<file path="src/rtl/mcp4922_rx_pkg.sv">
`default_nettype none
// ============================================================================
//  Module      : mcp4922_pkg
//  Description : Shared constants, frame bit positions and FSM encoding for
//                the MCP4922 SPI input emulator.
//  Revision    : 1.0 - initial release
// ============================================================================
package mcp4922_pkg;

  localparam int FRAME_BITS = 16;

  // Bit positions inside a 16-bit write frame
  localparam int AB       = 15;
  localparam int BUF      = 14;
  localparam int GA_N     = 13;
  localparam int SHDN_N   = 12;
  localparam int DATA_MSB = 11;
  localparam int DATA_LSB = 0;

  // Cfg reset: unbuffered, gain 1x, active ({BUF, GA_n, SHDN_n})
  localparam logic [2:0] CFG_RESET = 3'b011;

  // Bit counter saturates one past a full frame so overlong frames are caught
  localparam logic [4:0] CNT_MAX  = 5'd17;
  localparam logic [4:0] CNT_FULL = 5'(FRAME_BITS);

  typedef enum logic [1:0] {
    IDLE   = 2'd0,
    SHIFT  = 2'd1,
    COMMIT = 2'd2
  } state_t;

  // Modelled analogue code: cfg is {BUF, GA_n, SHDN_n}
  function automatic logic [12:0] vout_code(input logic [11:0] data,
                                            input logic [2:0]  cfg);
    logic [12:0] code;
    if (!cfg[SHDN_N - SHDN_N])      code = 13'd0;
    else if (cfg[GA_N - SHDN_N])    code = {1'b0, data};
    else                            code = {data, 1'b0};
    return code;
  endfunction

endpackage
`default_nettype wire

</file>
<file path="src/rtl/mcp4922_rx_sync_edge.sv">
`default_nettype none
// ============================================================================
//  Module      : sync_edge
//  Description : Multi-stage synchronizer for one asynchronous input with
//                rise/fall pulses derived from the last two synced samples.
//  Revision    : 1.0 - initial release
// ============================================================================
module sync_edge #(
  parameter int   SYNC_STAGES = 2,
  parameter logic RESET_VAL   = 1'b0
) (
  input  logic i_clk,
  input  logic i_rst,
  input  logic i_async,
  output logic o_sync,
  output logic o_rise,
  output logic o_fall
);

  logic [SYNC_STAGES-1:0] sync_q, sync_d;
  logic                   prev_q, prev_d;

  // Next values: shift the raw input down the chain, remember the last sample
  always_comb begin
    sync_d = {sync_q[SYNC_STAGES-2:0], i_async};
    prev_d = sync_q[SYNC_STAGES-1];
  end

  // Synchronizer chain and edge-history register
  always_ff @(posedge i_clk) begin
    if (i_rst) begin
      sync_q <= {SYNC_STAGES{RESET_VAL}};
      prev_q <= RESET_VAL;
    end else begin
      sync_q <= sync_d;
      prev_q <= prev_d;
    end
  end

  assign o_sync = sync_q[SYNC_STAGES-1];
  assign o_rise =  sync_q[SYNC_STAGES-1] & ~prev_q;
  assign o_fall = ~sync_q[SYNC_STAGES-1] &  prev_q;

endmodule
`default_nettype wire

</file>
<file path="src/rtl/mcp4922_rx.sv">
`default_nettype none
// ============================================================================
//  Module      : mcp4922_rx
//  Description : SPI responder emulating the MCP4922 dual 12-bit DAC input
//                side: frame capture, per-channel input registers and an
//                LDAC-triggered transfer to the output registers.
//  Options     : MCP4922_RX_VOUT_EN adds O_voutA/O_voutB modelled codes.
//  Revision    : 1.0 - initial release
// ============================================================================
module mcp4922_rx
  import mcp4922_pkg::*;
#(
  parameter int          SYNC_STAGES = 2,
  parameter logic [11:0] RESET_CODE  = 12'h000
) (
  input  logic        I_clk,
  input  logic        I_reset,
  input  logic        I_sclk,
  input  logic        I_sd,
  input  logic        I_cs_n,
  input  logic        I_ldac_n,
  output logic [11:0] O_dataA,
  output logic [11:0] O_dataB,
  output logic [2:0]  O_cfgA,
  output logic [2:0]  O_cfgB,
`ifdef MCP4922_RX_VOUT_EN
  output logic [12:0] O_voutA,
  output logic [12:0] O_voutB,
`endif
  output logic        O_frame_valid,
  output logic        O_frame_err,
  output logic        O_update
);

  logic sclk_sync, sclk_rise, sclk_fall;
  logic cs_sync, cs_rise, cs_fall;
  logic ldac_sync, ldac_rise, ldac_fall;
  logic sd_sync, sd_rise, sd_fall;
  logic unused_sync;

  sync_edge #(.SYNC_STAGES(SYNC_STAGES), .RESET_VAL(1'b0)) u_sclk (
    .i_clk(I_clk), .i_rst(I_reset), .i_async(I_sclk),
    .o_sync(sclk_sync), .o_rise(sclk_rise), .o_fall(sclk_fall));

  // Deselected / inactive at reset so a released reset does not fake an edge
  sync_edge #(.SYNC_STAGES(SYNC_STAGES), .RESET_VAL(1'b1)) u_cs (
    .i_clk(I_clk), .i_rst(I_reset), .i_async(I_cs_n),
    .o_sync(cs_sync), .o_rise(cs_rise), .o_fall(cs_fall));

  sync_edge #(.SYNC_STAGES(SYNC_STAGES), .RESET_VAL(1'b1)) u_ldac (
    .i_clk(I_clk), .i_rst(I_reset), .i_async(I_ldac_n),
    .o_sync(ldac_sync), .o_rise(ldac_rise), .o_fall(ldac_fall));

  // Same depth as the SCLK path so data stays aligned with the sampling edge
  sync_edge #(.SYNC_STAGES(SYNC_STAGES), .RESET_VAL(1'b0)) u_sd (
    .i_clk(I_clk), .i_rst(I_reset), .i_async(I_sd),
    .o_sync(sd_sync), .o_rise(sd_rise), .o_fall(sd_fall));

  assign unused_sync = ^{sclk_sync, sclk_fall, ldac_sync, ldac_rise, sd_rise, sd_fall};

  state_t      state_q, state_d;
  logic [4:0]  count_q, count_d;
  logic [15:0] shreg_q, shreg_d;
  logic [11:0] in_data_a_q, in_data_a_d, in_data_b_q, in_data_b_d;
  logic [2:0]  in_cfg_a_q, in_cfg_a_d, in_cfg_b_q, in_cfg_b_d;
  logic [11:0] out_data_a_q, out_data_a_d, out_data_b_q, out_data_b_d;
  logic [2:0]  out_cfg_a_q, out_cfg_a_d, out_cfg_b_q, out_cfg_b_d;
  logic        frame_valid_q, frame_valid_d;
  logic        frame_err_q, frame_err_d;
  logic        update_q, update_d;

  // Frame FSM, input-register commit and LDAC transfer (commit feeds transfer)
  always_comb begin
    state_d       = state_q;
    count_d       = count_q;
    shreg_d       = shreg_q;
    in_data_a_d   = in_data_a_q;
    in_data_b_d   = in_data_b_q;
    in_cfg_a_d    = in_cfg_a_q;
    in_cfg_b_d    = in_cfg_b_q;
    out_data_a_d  = out_data_a_q;
    out_data_b_d  = out_data_b_q;
    out_cfg_a_d   = out_cfg_a_q;
    out_cfg_b_d   = out_cfg_b_q;
    frame_valid_d = 1'b0;
    frame_err_d   = 1'b0;
    update_d      = 1'b0;

    unique case (state_q)
      IDLE: begin
        if (cs_fall) begin
          shreg_d = '0;
          count_d = '0;
          state_d = SHIFT;
        end
      end
      SHIFT: begin
        if (cs_fall) begin
          // Chip-select glitch: silently restart the frame
          shreg_d = '0;
          count_d = '0;
        end else if (cs_rise) begin
          state_d = COMMIT;
        end else if (sclk_rise && !cs_sync) begin
          shreg_d = {shreg_q[FRAME_BITS-2:0], sd_sync};
          if (count_q != CNT_MAX) count_d = count_q + 5'd1;
        end
      end
      COMMIT: begin
        state_d = IDLE;
        if (count_q == CNT_FULL) begin
          if (shreg_q[AB]) begin
            in_cfg_b_d  = shreg_q[BUF:SHDN_N];
            in_data_b_d = shreg_q[DATA_MSB:DATA_LSB];
          end else begin
            in_cfg_a_d  = shreg_q[BUF:SHDN_N];
            in_data_a_d = shreg_q[DATA_MSB:DATA_LSB];
          end
          frame_valid_d = 1'b1;
        end else if (count_q != 5'd0) begin
          frame_err_d = 1'b1;
        end
      end
      default: state_d = IDLE;
    endcase

    if (ldac_fall) begin
      out_data_a_d = in_data_a_d;
      out_data_b_d = in_data_b_d;
      out_cfg_a_d  = in_cfg_a_d;
      out_cfg_b_d  = in_cfg_b_d;
      update_d     = 1'b1;
    end
  end

  // State, data and pulse registers
  always_ff @(posedge I_clk) begin
    if (I_reset) begin
      state_q       <= IDLE;
      count_q       <= '0;
      shreg_q       <= '0;
      in_data_a_q   <= RESET_CODE;
      in_data_b_q   <= RESET_CODE;
      in_cfg_a_q    <= CFG_RESET;
      in_cfg_b_q    <= CFG_RESET;
      out_data_a_q  <= RESET_CODE;
      out_data_b_q  <= RESET_CODE;
      out_cfg_a_q   <= CFG_RESET;
      out_cfg_b_q   <= CFG_RESET;
      frame_valid_q <= 1'b0;
      frame_err_q   <= 1'b0;
      update_q      <= 1'b0;
    end else begin
      state_q       <= state_d;
      count_q       <= count_d;
      shreg_q       <= shreg_d;
      in_data_a_q   <= in_data_a_d;
      in_data_b_q   <= in_data_b_d;
      in_cfg_a_q    <= in_cfg_a_d;
      in_cfg_b_q    <= in_cfg_b_d;
      out_data_a_q  <= out_data_a_d;
      out_data_b_q  <= out_data_b_d;
      out_cfg_a_q   <= out_cfg_a_d;
      out_cfg_b_q   <= out_cfg_b_d;
      frame_valid_q <= frame_valid_d;
      frame_err_q   <= frame_err_d;
      update_q      <= update_d;
    end
  end

  assign O_dataA       = out_data_a_q;
  assign O_dataB       = out_data_b_q;
  assign O_cfgA        = out_cfg_a_q;
  assign O_cfgB        = out_cfg_b_q;
  assign O_frame_valid = frame_valid_q;
  assign O_frame_err   = frame_err_q;
  assign O_update      = update_q;

`ifdef MCP4922_RX_VOUT_EN
  logic [12:0] vout_a_q, vout_a_d, vout_b_q, vout_b_d;

  // Modelled analogue code follows the output registers one cycle later
  always_comb begin
    vout_a_d = vout_code(out_data_a_q, out_cfg_a_q);
    vout_b_d = vout_code(out_data_b_q, out_cfg_b_q);
  end

  // Analogue code registers
  always_ff @(posedge I_clk) begin
    if (I_reset) begin
      vout_a_q <= '0;
      vout_b_q <= '0;
    end else begin
      vout_a_q <= vout_a_d;
      vout_b_q <= vout_b_d;
    end
  end

  assign O_voutA = vout_a_q;
  assign O_voutB = vout_b_q;
`endif

endmodule
`default_nettype wire

</file>
<file path="config.mk">
export PLATFORM = sky130hd
export DESIGN_NAME = mcp4922_rx
export DESIGN_NICKNAME = d
export VERILOG_FILES = /design/src/rtl/mcp4922_rx_pkg.sv /design/src/rtl/mcp4922_rx_sync_edge.sv /design/src/rtl/mcp4922_rx.sv
export SDC_FILE = /design/constraint.sdc
export NUM_CORES = 1
export LEC_CHECK = 0
export ABC_CLOCK_PERIOD_IN_PS = 2900
export CORE_ASPECT_RATIO = 1.5
export CORE_MARGIN = 2
export CORE_UTILIZATION = 55
export CTS_CLUSTER_DIAMETER = 40
export DETAILED_ROUTE_END_ITERATION = 6
export PLACE_DENSITY = 0.78
export SLEW_MARGIN = 20
export SYNTH_ARGS = -nofsm -noshare
export SYNTH_HDL_FRONTEND = slang
export SYNTH_HIERARCHICAL = 1
export SYNTH_SLANG_ARGS = --single-unit
</file>
<file path="constraint.sdc">
create_clock -name I_clk -period 2.9 [get_ports I_clk]
set_input_delay 0.29 -clock I_clk [delete_from_list [all_inputs] [get_ports I_clk]]
set_output_delay 0.29 -clock I_clk [all_outputs]
set_load 0.1 [all_outputs]
</file>
==> results.py <==
metrics = {
    "clock_network": {
        "cts_buffer_depth": 2,
        "ctsResizeCount": 0,
        "clk_pin_slew_ns": 0.09,
        "cts_made_buffers": 9,
        "clock-sinks": 97,
        "cts_setup_buffers": 0,
        "cts_tree": "done",
        "cts.hold.buffers_added": 0,
        "htreeDepth": 3,
        "clock_tree.root_cell": "clkbuf_8",
        "clock_latency_ns": 0.36,
    },
    "global_route": {
        "grt_max_degree": 57,
        "grt_overflow": 0,
        "grt_pass1_wl_mm": 11.4,
        "track_usage_pct": 20.4,
        "grt_pass1_vias": 2471,
        "antenna_found_initial": 0,
    },
    "finish": {
        "drive_above_1_share_pct": 16.0,
        "areaGrowthSynthToFinish_pct": 14.0,
        "finalNetCount": 405,
        "diodes": 0,
    },
    "power": {
        "power.total_w": 0.00248,
        "internal_power_w": 0.00181,
        "combinationalPowerShare_pct": 10.1,
        "switchingPower_w": 0.000673,
        "p_leak_nw": 1.56,
        "seqPwrFrac_pct": 55.3,
        "ir_drop_mv": 0.456,
        "power_switching_share_pct": 27.1,
        "clkPwrFrac_pct": 34.7,
        "power_density_nw_per_um2": 614,
    },
    "critical_path": {
        "slowest_delay_ns": 0.43,
        "crit_family": "simple AND/OR/NAND/NOR gates",
        "r2r_slack_ns": 0.96,
        "cpMaxStageDelayCell": "nand3_2",
        "cp.arrival_ns": 2.20,
        "rr_worst_depth": 6,
        "critPathMaxFanout": 15,
        "required_ns": 3.16,
        "r2r-start": "count_q[0]$_SDFFE_PP0P_",
        "crit_type": "reg -> reg",
        "end_kind": "flop",
        "path_cells": "inv_1 > ha_1 > and3b_1 > nand3_2 > mux2i_1 > a211oi_1",
        "worstReg2RegEnd": "O_dataB[3]$_SDFFE_PP0P_",
        "critPathBufInv": 1,
        "cp-start-kind": "flop",
    },
    "die": {
        "pin_count": 39,
        "die_area_um2": 7110,
        "num_rows": 35,
        "start_util_pct": 57.4,
        "design.core.area_um2": 6170,
        "die_w_um": 69.5,
        "die_h_um": 102,
    },
    "place": {
        "dp_hpwl_mm": 4.52,
        "portBuffers": 38,
        "place_congestion": 0.797,
    },
    "worst_hold_path": {
        "min_to": "in_data_a_q[5]$_SDFF_PP0_",
        "hp-start": "I_reset",
        "min_path_type": "in -> reg",
        "holdPathStages": 2,
    },
    "sta": {
        "fmax_ghz": 0.516,
        "setup_viol": 0,
        "holdWs_ns": 0.345,
        "finalHoldViolCount": 0,
        "slew_violations": 0,
        "fin_crit_sh_pct": 66.8,
        "tightest_slew_ns": 0.691,
        "clock-skew-final_ns": 0.0108,
        "max-slew-margin-rel_pct": 53.9,
        "period_needed_ns": 1.94,
        "fin_tns_setup_ns": 0,
        "rsz0062_at_grt": "no",
    },
    "job": {
        "cap_violations": 0,
    },
    "routing": {
        "num_vias": 2631,
        "viasPerCell": 5.55,
        "wl_mm": 6.91,
        "antenna_left": 0,
        "first_pass_iters": 4,
        "drtIter0Drc": 182,
        "drcViolationCount": 0,
        "routedWlPerCell_um": 14.6,
    },
    "yosys": {
        "synth_nets": 377,
        "netlist_instances": 368,
        "yosys_warnings": 6,
        "syn_avg_cell_area_um2": 9.63,
        "syn_area_um2": 3540,
    },
    "outcome": {
        "status": "finished clean",
    },
}
metrics by stage:
step | util [%] | setup slack (ns) | area [um^2] | cells
finish | 65.4 | 0.963 | 4040 | 474
global route | 65.4 | 0.785 | 4040 | 474
CTS | 65.4 | 0.973 | 4040 | 474
detailed placement | 62.3 | 0.989 | 3840 | 459
global placement | 62.3 | 1.04 | 3840 | 459
floorplan | - | 1.17 | 3540 | 368
worst max path at each step:
stage                                  from                  endpoint  slack [ns]  cells after the start
floorplan           count_q[0]$_SDFFE_PP0P_  O_dataB[10]$_SDFFE_PP0P_        1.17                      8
global placement    count_q[2]$_SDFFE_PP0P_   O_dataB[8]$_SDFFE_PP0P_        1.04                      4
detailed placement  count_q[0]$_SDFFE_PP0P_    O_cfgB[2]$_SDFFE_PP0P_        0.99                      6
CTS                 count_q[0]$_SDFFE_PP0P_   O_dataB[3]$_SDFFE_PP0P_        0.97                      6
global route        count_q[0]$_SDFFE_PP0P_  O_dataB[10]$_SDFFE_PP0P_        0.79                      6
finish              count_q[0]$_SDFFE_PP0P_   O_dataB[3]$_SDFFE_PP0P_        0.96                      6
flip-flops by register name (all words and copies together), names as in the netlist, 2 cells and up:
register	flops
u_cs/sync_q	2
O_dataA	12
O_cfgA	3
u_sd/sync_q	2
u_sclk/sync_q	2
in_cfg_a_q	3
count_q	5
u_ldac/sync_q	2
in_data_b_q	12
shreg_q	16
in_data_a_q	12
state_q	2
in_cfg_b_q	3
O_cfgB	3
O_dataB	12
layout make-up:
| class | count | area, um^2 |
|---|---|---|
| fillers | 527 | 2140 |
| flip-flops and latches | 97 | 1940 |
| multi-input cells | 235 | 1440 |
| repair buffers | 44 | 338 |
| clock buffers | 9 | 124 |
| well taps | 74 | 92.6 |
| clock inverters | 6 | 68.8 |
| inverters | 9 | 33.8 |
worst reg2reg max path, delay by kind of cell, from the launching register on:
kind,cells,cell delay [ns]
buffers and inverters,1,0.07
and+or+nand+nor,2,0.69
muxes,1,0.26
AOI/OAI and AO/OA,1,0.27
adders and majority gates,1,0.18
DFF,1,0.37
cells in the final DEF, fill, tap and decap left out, types with 2 or more instances in the layout:
master,count
nor4_1,2
buf_4,39
o31ai_1,2
clkdlybuf4s50_1,4
o211ai_1,3
nor2_1,57
nand4_1,4
o21ai_0,5
a211oi_1,26
or2_1,6
dfxtp_1,97
mux2i_1,29
nor4b_2,2
clkbuf_8,9
nor3b_2,2
nor3_1,7
ha_1,3
nor3b_1,2
and2_1,2
nand2_1,22
nand3_1,20
a21oi_1,19
inv_1,9
nor2b_1,7
clkinvlp_4,4
a31oi_1,2
power by group through the flow:
stage	sequential, W	clock [W]	combinational, W
2_1_floorplan	0.00153	0	0.0000679
3_3_place_gp	0.00140	0	0.000249
3_5_place_dp	0.00140	0	0.000251
4_1_cts	0.00137	0.000871	0.000251
5_1_grt	0.00137	0.000924	0.000265
6_report	0.00137	0.000859	0.000250
routing by layer:
metal / global-route usage (%) / part of all wire (%) / vias to the layer above
met3: 2.66 / 2.9 / 15
met1: 23.5 / 42 / 1257
li1: - / - / 1312
met4: 11.2 / 2.7 / 0
met2: 36.9 / 53 / 47
met5: 0 / 0 / -
No activity file was read; power rests on OpenSTA's default activity.
